===== src/rtl/csel_iter_adder_pkg.sv =====
// Shared definitions for the iterative carry-select adder: FSM state encoding
// and default operand / block widths.
package csel_iter_adder_pkg;

    typedef enum logic [1:0] {
        ST_IDLE = 2'd0,
        ST_RUN  = 2'd1,
        ST_DONE = 2'd2
    } state_t;

    localparam int DEF_WIDTH = 32;
    localparam int DEF_BLOCK = 8;

endpackage


===== src/rtl/csel_iter_adder_block.sv =====
// Combinational carry-select slice: forms both candidate sums of one block and
// picks one with the incoming carry.
module csel_iter_adder_block #(
    parameter int BLOCK = 8
) (
    input  logic [BLOCK-1:0] a_blk,
    input  logic [BLOCK-1:0] b_blk,
    input  logic             sel_carry,
    output logic [BLOCK-1:0] sum_blk,
    output logic             cout
);

    logic [BLOCK:0] s0;
    logic [BLOCK:0] s1;

    // Both candidates are built in parallel so only a 2:1 select sits behind the carry.
    assign s0 = {1'b0, a_blk} + {1'b0, b_blk};
    assign s1 = {1'b0, a_blk} + {1'b0, b_blk} + (BLOCK + 1)'(1);

    assign {cout, sum_blk} = sel_carry ? s1 : s0;

endmodule


===== src/rtl/csel_iter_adder.sv =====
// Multi-cycle carry-select adder: resolves BLOCK bits of a WIDTH-bit sum per
// clock and presents a registered {carry_out, sum} word with a done pulse.
module csel_iter_adder
    import csel_iter_adder_pkg::*;
#(
    parameter int WIDTH = DEF_WIDTH,
    parameter int BLOCK = DEF_BLOCK
) (
    input  logic             clk,
    input  logic             reset,
    input  logic             start,
    input  logic [WIDTH-1:0] a,
    input  logic [WIDTH-1:0] b,
    input  logic             cin,
    output logic             busy,
    output logic             done,
    output logic [WIDTH:0]   result
);

    localparam int NB = WIDTH / BLOCK;
    localparam int CW = (NB > 1) ? $clog2(NB) : 1;
    localparam logic [CW-1:0] LAST_IDX = CW'(NB - 1);

    if (WIDTH % BLOCK != 0) begin : g_width_check
        $error("csel_iter_adder: WIDTH must be a multiple of BLOCK");
    end

    state_t           state;
    state_t           state_next;
    logic [WIDTH-1:0] a_r;
    logic [WIDTH-1:0] b_r;
    logic             carry_r;
    logic [CW-1:0]    cnt;

    logic [BLOCK-1:0] a_blk;
    logic [BLOCK-1:0] b_blk;
    logic [BLOCK-1:0] sum_blk;
    logic             blk_cout;
    logic             accept;

    assign accept = start && (state == ST_IDLE || state == ST_DONE);
    assign a_blk  = a_r[int'(cnt) * BLOCK +: BLOCK];
    assign b_blk  = b_r[int'(cnt) * BLOCK +: BLOCK];

    csel_iter_adder_block #(
        .BLOCK (BLOCK)
    ) u_block (
        .a_blk     (a_blk),
        .b_blk     (b_blk),
        .sel_carry (carry_r),
        .sum_blk   (sum_blk),
        .cout      (blk_cout)
    );

    // NOTE: every variable gets a default before the case so no path leaves it
    // unassigned; otherwise synthesis infers a latch to hold the old value.
    always_comb begin
        state_next = state;
        case (state)
            ST_IDLE: if (start) state_next = ST_RUN;
            ST_RUN:  if (cnt == LAST_IDX) state_next = ST_DONE;
            ST_DONE: state_next = start ? ST_RUN : ST_IDLE;
            default: state_next = ST_IDLE;
        endcase
    end

    // NOTE: sequential state uses non-blocking assignments so every register
    // samples pre-edge values regardless of statement order in this block.
    always_ff @(posedge clk) begin
        if (reset) begin
            state   <= ST_IDLE;
            busy    <= 1'b0;
            done    <= 1'b0;
            result  <= '0;
            a_r     <= '0;
            b_r     <= '0;
            carry_r <= 1'b0;
            cnt     <= '0;
        end else begin
            state <= state_next;
            busy  <= (state_next == ST_RUN);
            done  <= (state_next == ST_DONE);

            if (accept) begin
                a_r     <= a;
                b_r     <= b;
                carry_r <= cin;
                result  <= '0;
                cnt     <= '0;
            end else if (state == ST_RUN) begin
                result[int'(cnt) * BLOCK +: BLOCK] <= sum_blk;
                carry_r <= blk_cout;
                cnt     <= cnt + 1'b1;
                // The final block's carry becomes the adder's carry-out.
                if (cnt == LAST_IDX) result[WIDTH] <= blk_cout;
            end
        end
    end

endmodule


===== config.mk =====
export PLATFORM = sky130hd
export DESIGN_NAME = csel_iter_adder
export DESIGN_NICKNAME = d
export VERILOG_FILES = /design/src/rtl/csel_iter_adder_pkg.sv /design/src/rtl/csel_iter_adder_block.sv /design/src/rtl/csel_iter_adder.sv
export SDC_FILE = /design/constraint.sdc
export NUM_CORES = 1
export LEC_CHECK = 0
export BUFFER_PORTS_ARGS = -buffer_cell sky130_fd_sc_hd__buf_2
export CAP_MARGIN = 15
export CORE_MARGIN = 2
export CORE_UTILIZATION = 35
export DETAILED_ROUTE_END_ITERATION = 7
export SLEW_MARGIN = 30
export SYNTH_ARGS = -nofsm -noshare
export SYNTH_HDL_FRONTEND = slang
export SYNTH_SLANG_ARGS = --single-unit

===== constraint.sdc =====
create_clock -name clk -period 5.3 [get_ports clk]
set_clock_uncertainty 0.1 [all_clocks]
set_input_delay 1.325 -clock clk [delete_from_list [all_inputs] [get_ports clk]]
set_output_delay 1.325 -clock clk [all_outputs]
set_load 0.02 [all_outputs]

; Word level (Yosys, flattened, before mapping)
; Cells that the tools add are included.
[classes]
addsub = 4
n_eq_ne = 5
n_shift = 4
n_mux = 9
reduce_logical = 5
[op_table]
columns = cell, count
row1 = $shiftx 32x6->8, 2
row2 = $bwmux 33, 1
row3 = $neg 5->33, 1
row4 = $shift 8x33->33 const A, 1
row5 = $shiftx 8x33->33, 1
row6 = $add 8x8->9, 1
row7 = $add 9x1->9 const B, 1
row8 = $mux 9, 1
row9 = $eq 2x2->1 const B, 3
row10 = $pmux 2 s3, 1
row11 = $eq 2x1->1 const B, 2
row12 = $mux 1, 4
row13 = $mux 2, 2
row14 = $add 2x1->2 const B, 1
row15 = $logic_not 2->1, 1
row16 = $reduce_bool 2->1, 1
row17 = $reduce_or 2->1, 1
row18 = $logic_and 1x1->1, 1
row19 = $logic_or 1x1->1, 1
[totals]
reg_bits = 104
output_inout_bits = 35
word_cells = 35

; Logic depth before layout (Yosys ltp)
[logic_depth]
word_depth = 7
depth_mapped = 14
depth_no_buf = 12

; Hierarchy
; From an unflattened synthesis, not the netlist that was laid out.
[hier_totals]
hier_cells = 486
hier_area_um2 = 4621.9
[by_module_without_submodules]
columns = mod, n_inst, cells_each, area_per_inst_um2
row1 = csel_iter_adder, 1, 425, 4127.7
row2 = csel_iter_adder_block, 1, 61, 494.2

; Least setup slack after synthesis
; OpenSTA, ideal clock, no wires.
[synth_path]
path_kind = register to register
start = reg cnt[0]
end = reg result[14]
setup_ns = 0.122
t_arrival_ns = 4.033
required_ns = 5.078
setup_slack_ns = 1.045
stages_incl_launch_ff = 15
cell_sequence = dfxtp_1 buf_1 buf_2 mux4_2 ha_1 inv_1 fa_1 inv_1 ha_1 and2_1 nand3_1 mux2_2 nor4b_4 nor3b_1 a221o_1
[synth_between]
elab_chain_len = 6
word_cells_on_any_way = 9
[synth_rtl]
columns = element, line
row1 = start: declaration, csel_iter_adder.sv:33  ; logic [CW-1:0] cnt;
row2 = start signal: assignment, csel_iter_adder.sv:93  ; cnt <= cnt + 1'b1;
row3 = "$shiftx 32x6->8, on equally long branches", "csel_iter_adder.sv:42, csel_iter_adder.sv:43"
row4 = $add 8x8->9, "csel_iter_adder_block.sv:17, csel_iter_adder_block.sv:18"
row5 = $add 9x1->9, csel_iter_adder_block.sv:18  ; assign s1 = {1'b0, a_blk} + {1'b0, b_blk} + (BLOCK + 1)'(1);
row6 = $mux 9, csel_iter_adder_block.sv:20  ; assign {cout, sum_blk} = sel_carry ? s1 : s0;
row7 = $shiftx 8x33->33, csel_iter_adder.sv:91  ; result[int'(cnt) * BLOCK +: BLOCK] <= sum_blk;
row8 = $bwmux 33 *, csel_iter_adder.sv:91
row9 = end signal: indexed assignment, csel_iter_adder.sv:91
row10 = end signal: indexed assignment, csel_iter_adder.sv:95  ; if (cnt == LAST_IDX) result[WIDTH] <= blk_cout;
row11 = end: declaration, csel_iter_adder.sv:17  ; output logic [WIDTH:0] result
; Mark *: on every way between the ends. The rest lies on a longest branch, timed or not.
; A chain may end at the register's enable or synchronous reset.

; Worst setup path in the final report
; Ends and elaborated chain as after synthesis.

==> results.tsv <==
metric	value	unit
tightest_slew	0.958	ns
cts_made_buffers	9	
tritoncts	built	
r2r_cells	12	
finalMaxSlewViolations	0	
die_h	122	um
pwr-share-seq	0.470	
avgSynthCellArea	8.59	um^2
ioPinCount	103	
vias	4310	
place.gp.congestion	0.812	
yosysTopAreaCell	dfxtp_1	
initial_core_util	0.356	
period_share	0.766	
slew_headroom	0.360	
cellPowerDensity	304	mW/mm^2
finalNetCount	739	
wl	12400	um
synthesis.nets	656	
p_int	0.00129	W
routedWlPerCell	14.8	um
hold_buffers	0	
htree_levels	3	
worstHoldPathCells	2	
cts_sinks	104	
max_freq	0.246	GHz
min_period	4.06	ns
final-setup-viol-count	0	
leakage	2.36	nW
rows	43	
fin_area	0.00586	mm^2
yosysUniqueCellTypes	60	
finish.utilization	0.426	
synth_edf_count	0	
hold_violations	0	
dpl.hpwl	9310	um
clkPwrFrac	0.379	
crit_start	cnt[0]	
final_common_cell	nand2_1	
drt_iter0_drc	312	
combPwrFrac	0.151	
core-area	0.0138	mm^2
hp-class	register to register	
finalSetupTns	0	ns
multiInputGateArea	0.00263	mm^2
slowest_delay	0.76	ns
clock-root-buffer	clkbuf_16	
grt_setup_unrepaired	no	
synth_flop_cell	dfxtp_1	
r2r_start	cnt[0]	
drc	0	
ant_nets	0	
port_buffers	102	
max-cap-violations	0	
async_flop_share	0	
antenna_cells	0	
routed_via_density	5.14	
use_met2	0.285	
grt_max_degree	71	
peakVddDrop	156	uV
switching_power	0.000488	W
ff_latch_area	0.00208	mm^2
cp_data_required_time	5.43	ns
drive_gt1_frac	0.244	
ys_ff_latch	104	
critPathKind	register to register	
grtUsageMet1	0.225	
dr.pass1.iters	4	
dieArea	0.0150	mm^2
path_clk_slew	0.07	ns
fillCellCount	1422	
grt_pass1_vias	4110	
yosysSeqAreaShare	0.424	
cp-end-kind	register	
ys_top_cells_by_area	dfxtp_1 42%, nand2_1 12%, a21oi_1 8.5%	
grt-busiest-layer	met2	
die_w	122	um
cts_setup_buffers	0	
cts-resized-gates	0	
met3_usage	0.0423	
clk_latency	0.35	ns
final_cell_mix	152 x nand2_1, 104 x dfxtp_1, 102 x buf_2	
hp-start	b_r[1]	
path_cells	mux4_2, ha_1, inv_1, fa_1, inv_1, ha_1, and2_1, nand3b_1, mux2_2, nor4b_4, nor3b_1, a221o_1	
clock_path_buffers	2	
crit_slowest_cell	dfxtp_1	
place_area	0.00556	mm^2
area_growth	19.5	%
fin_hold_ws	0.354	ns
syn_area	0.00491	mm^2
syn_inst	571	
grt_usage	0.173	
startpoint_type	register	
arrival	4.19	ns
synth.top_cell.area_share	0.424	
switching_share	0.274	
ys_warn_count	0	
antenna_found_initial	0	
cp_max_fo	11	
status	finished clean	
grt_overflow	0	
grt_pass1_wl	20200	um
-- final cells by class --
type / instances / area share
timing repair buffer: 110 / 0.0973
tap: 180 / 0.0384
multi-input combinational: 416 / 0.449
clock buffer: 10 / 0.0391
sequential: 104 / 0.355
inverter: 13 / 0.00832
clock inverter: 6 / 0.0126
-- metrics by stage --
step / setup slack [ns] / power [W] / cells
2_1_floorplan: 1.05 / 0.00104 / 571
3_3_place_gp: 1.31 / 0.00112 / 823
3_5_place_dp: 1.23 / 0.00113 / 823
4_1_cts: 1.20 / 0.00180 / 839
5_1_grt: 0.972 / 0.00186 / 839
6_report: 1.24 / 0.00178 / 839
-- power groups by stage --
stage,combinational [W],sequential [W],clock (W)
floorplan,0.000191,0.000849,0
global placement,0.000264,0.000855,0
detailed placement,0.000270,0.000856,0
CTS,0.000271,0.000838,0.000694
global route,0.000301,0.000842,0.000719
finish,0.000270,0.000837,0.000675
-- cell families after synthesis --
group                    count (synthesis)  synth area share
AND/OR/NAND/NOR                        237             0.222
AO/OA/AOI/OAI                          135             0.171
flip-flops                             104             0.424
buffers and inverters                   51            0.0416
multiplexers                            19            0.0801
adder cells (fa/ha/maj)                 17            0.0449
XOR/XNOR                                 8            0.0158
-- state kept, by name, indices dropped and copies added, names as in the netlist --
name	count
carry_r	1
busy	1
cnt	2
state	2
b_r	32
done	1
result	33
a_r	32
-- final timing paths --
kind	to	slack (ns)
setup / recovery	result[14]	1.24
hold reg to reg	b_r[1]	0.35
hold / removal	b_r[1]	0.35
setup reg to reg	result[14]	1.24
-- routing by layer --
| layer | part of all wire | vias up |
|---|---|---|
| met2 | 0.47 | 112 |
| met1 | 0.47 | 2018 |
| met4 | 0.012 | 0 |
| li1 | - | 2168 |
| met3 | 0.050 | 12 |
| met5 | 0 | - |
-- synth_stat cells (2+ instances only) --
library cell,count
nor2_1,30
nor2b_1,3
a21oi_2,2
ha_1,16
mux2_2,2
inv_1,13
a22oi_1,13
a221o_1,3
xnor2_1,3
nor4b_1,2
dfxtp_1,104
o211ai_1,3
a32o_1,4
xor2_1,4
nor4_1,3
and3b_1,2
nor3_1,5
o2111ai_1,6
o21ai_0,7
nor3b_1,7
or2_2,2
nand3b_1,2
or4_1,4
nand3_1,8
and2_1,2
buf_1,7
clkbuf_1,26
mux4_2,16
nand2_1,152
nand2b_1,5
buf_2,4
a21oi_1,83
-- worst max-delay path: cells and delay by family, from the launching register on --
kind | cells | cell delay, ns
multiplexers | 2 | 0.92
AND/OR/NAND/NOR | 4 | 0.90
adder cells (fa/ha/maj) | 3 | 0.81
buffers and inverters | 2 | 0.18
AO/OA/AOI/OAI | 1 | 0.28
flip-flops | 1 | 0.76
Note: power is estimated with default switching activity, not from simulation.
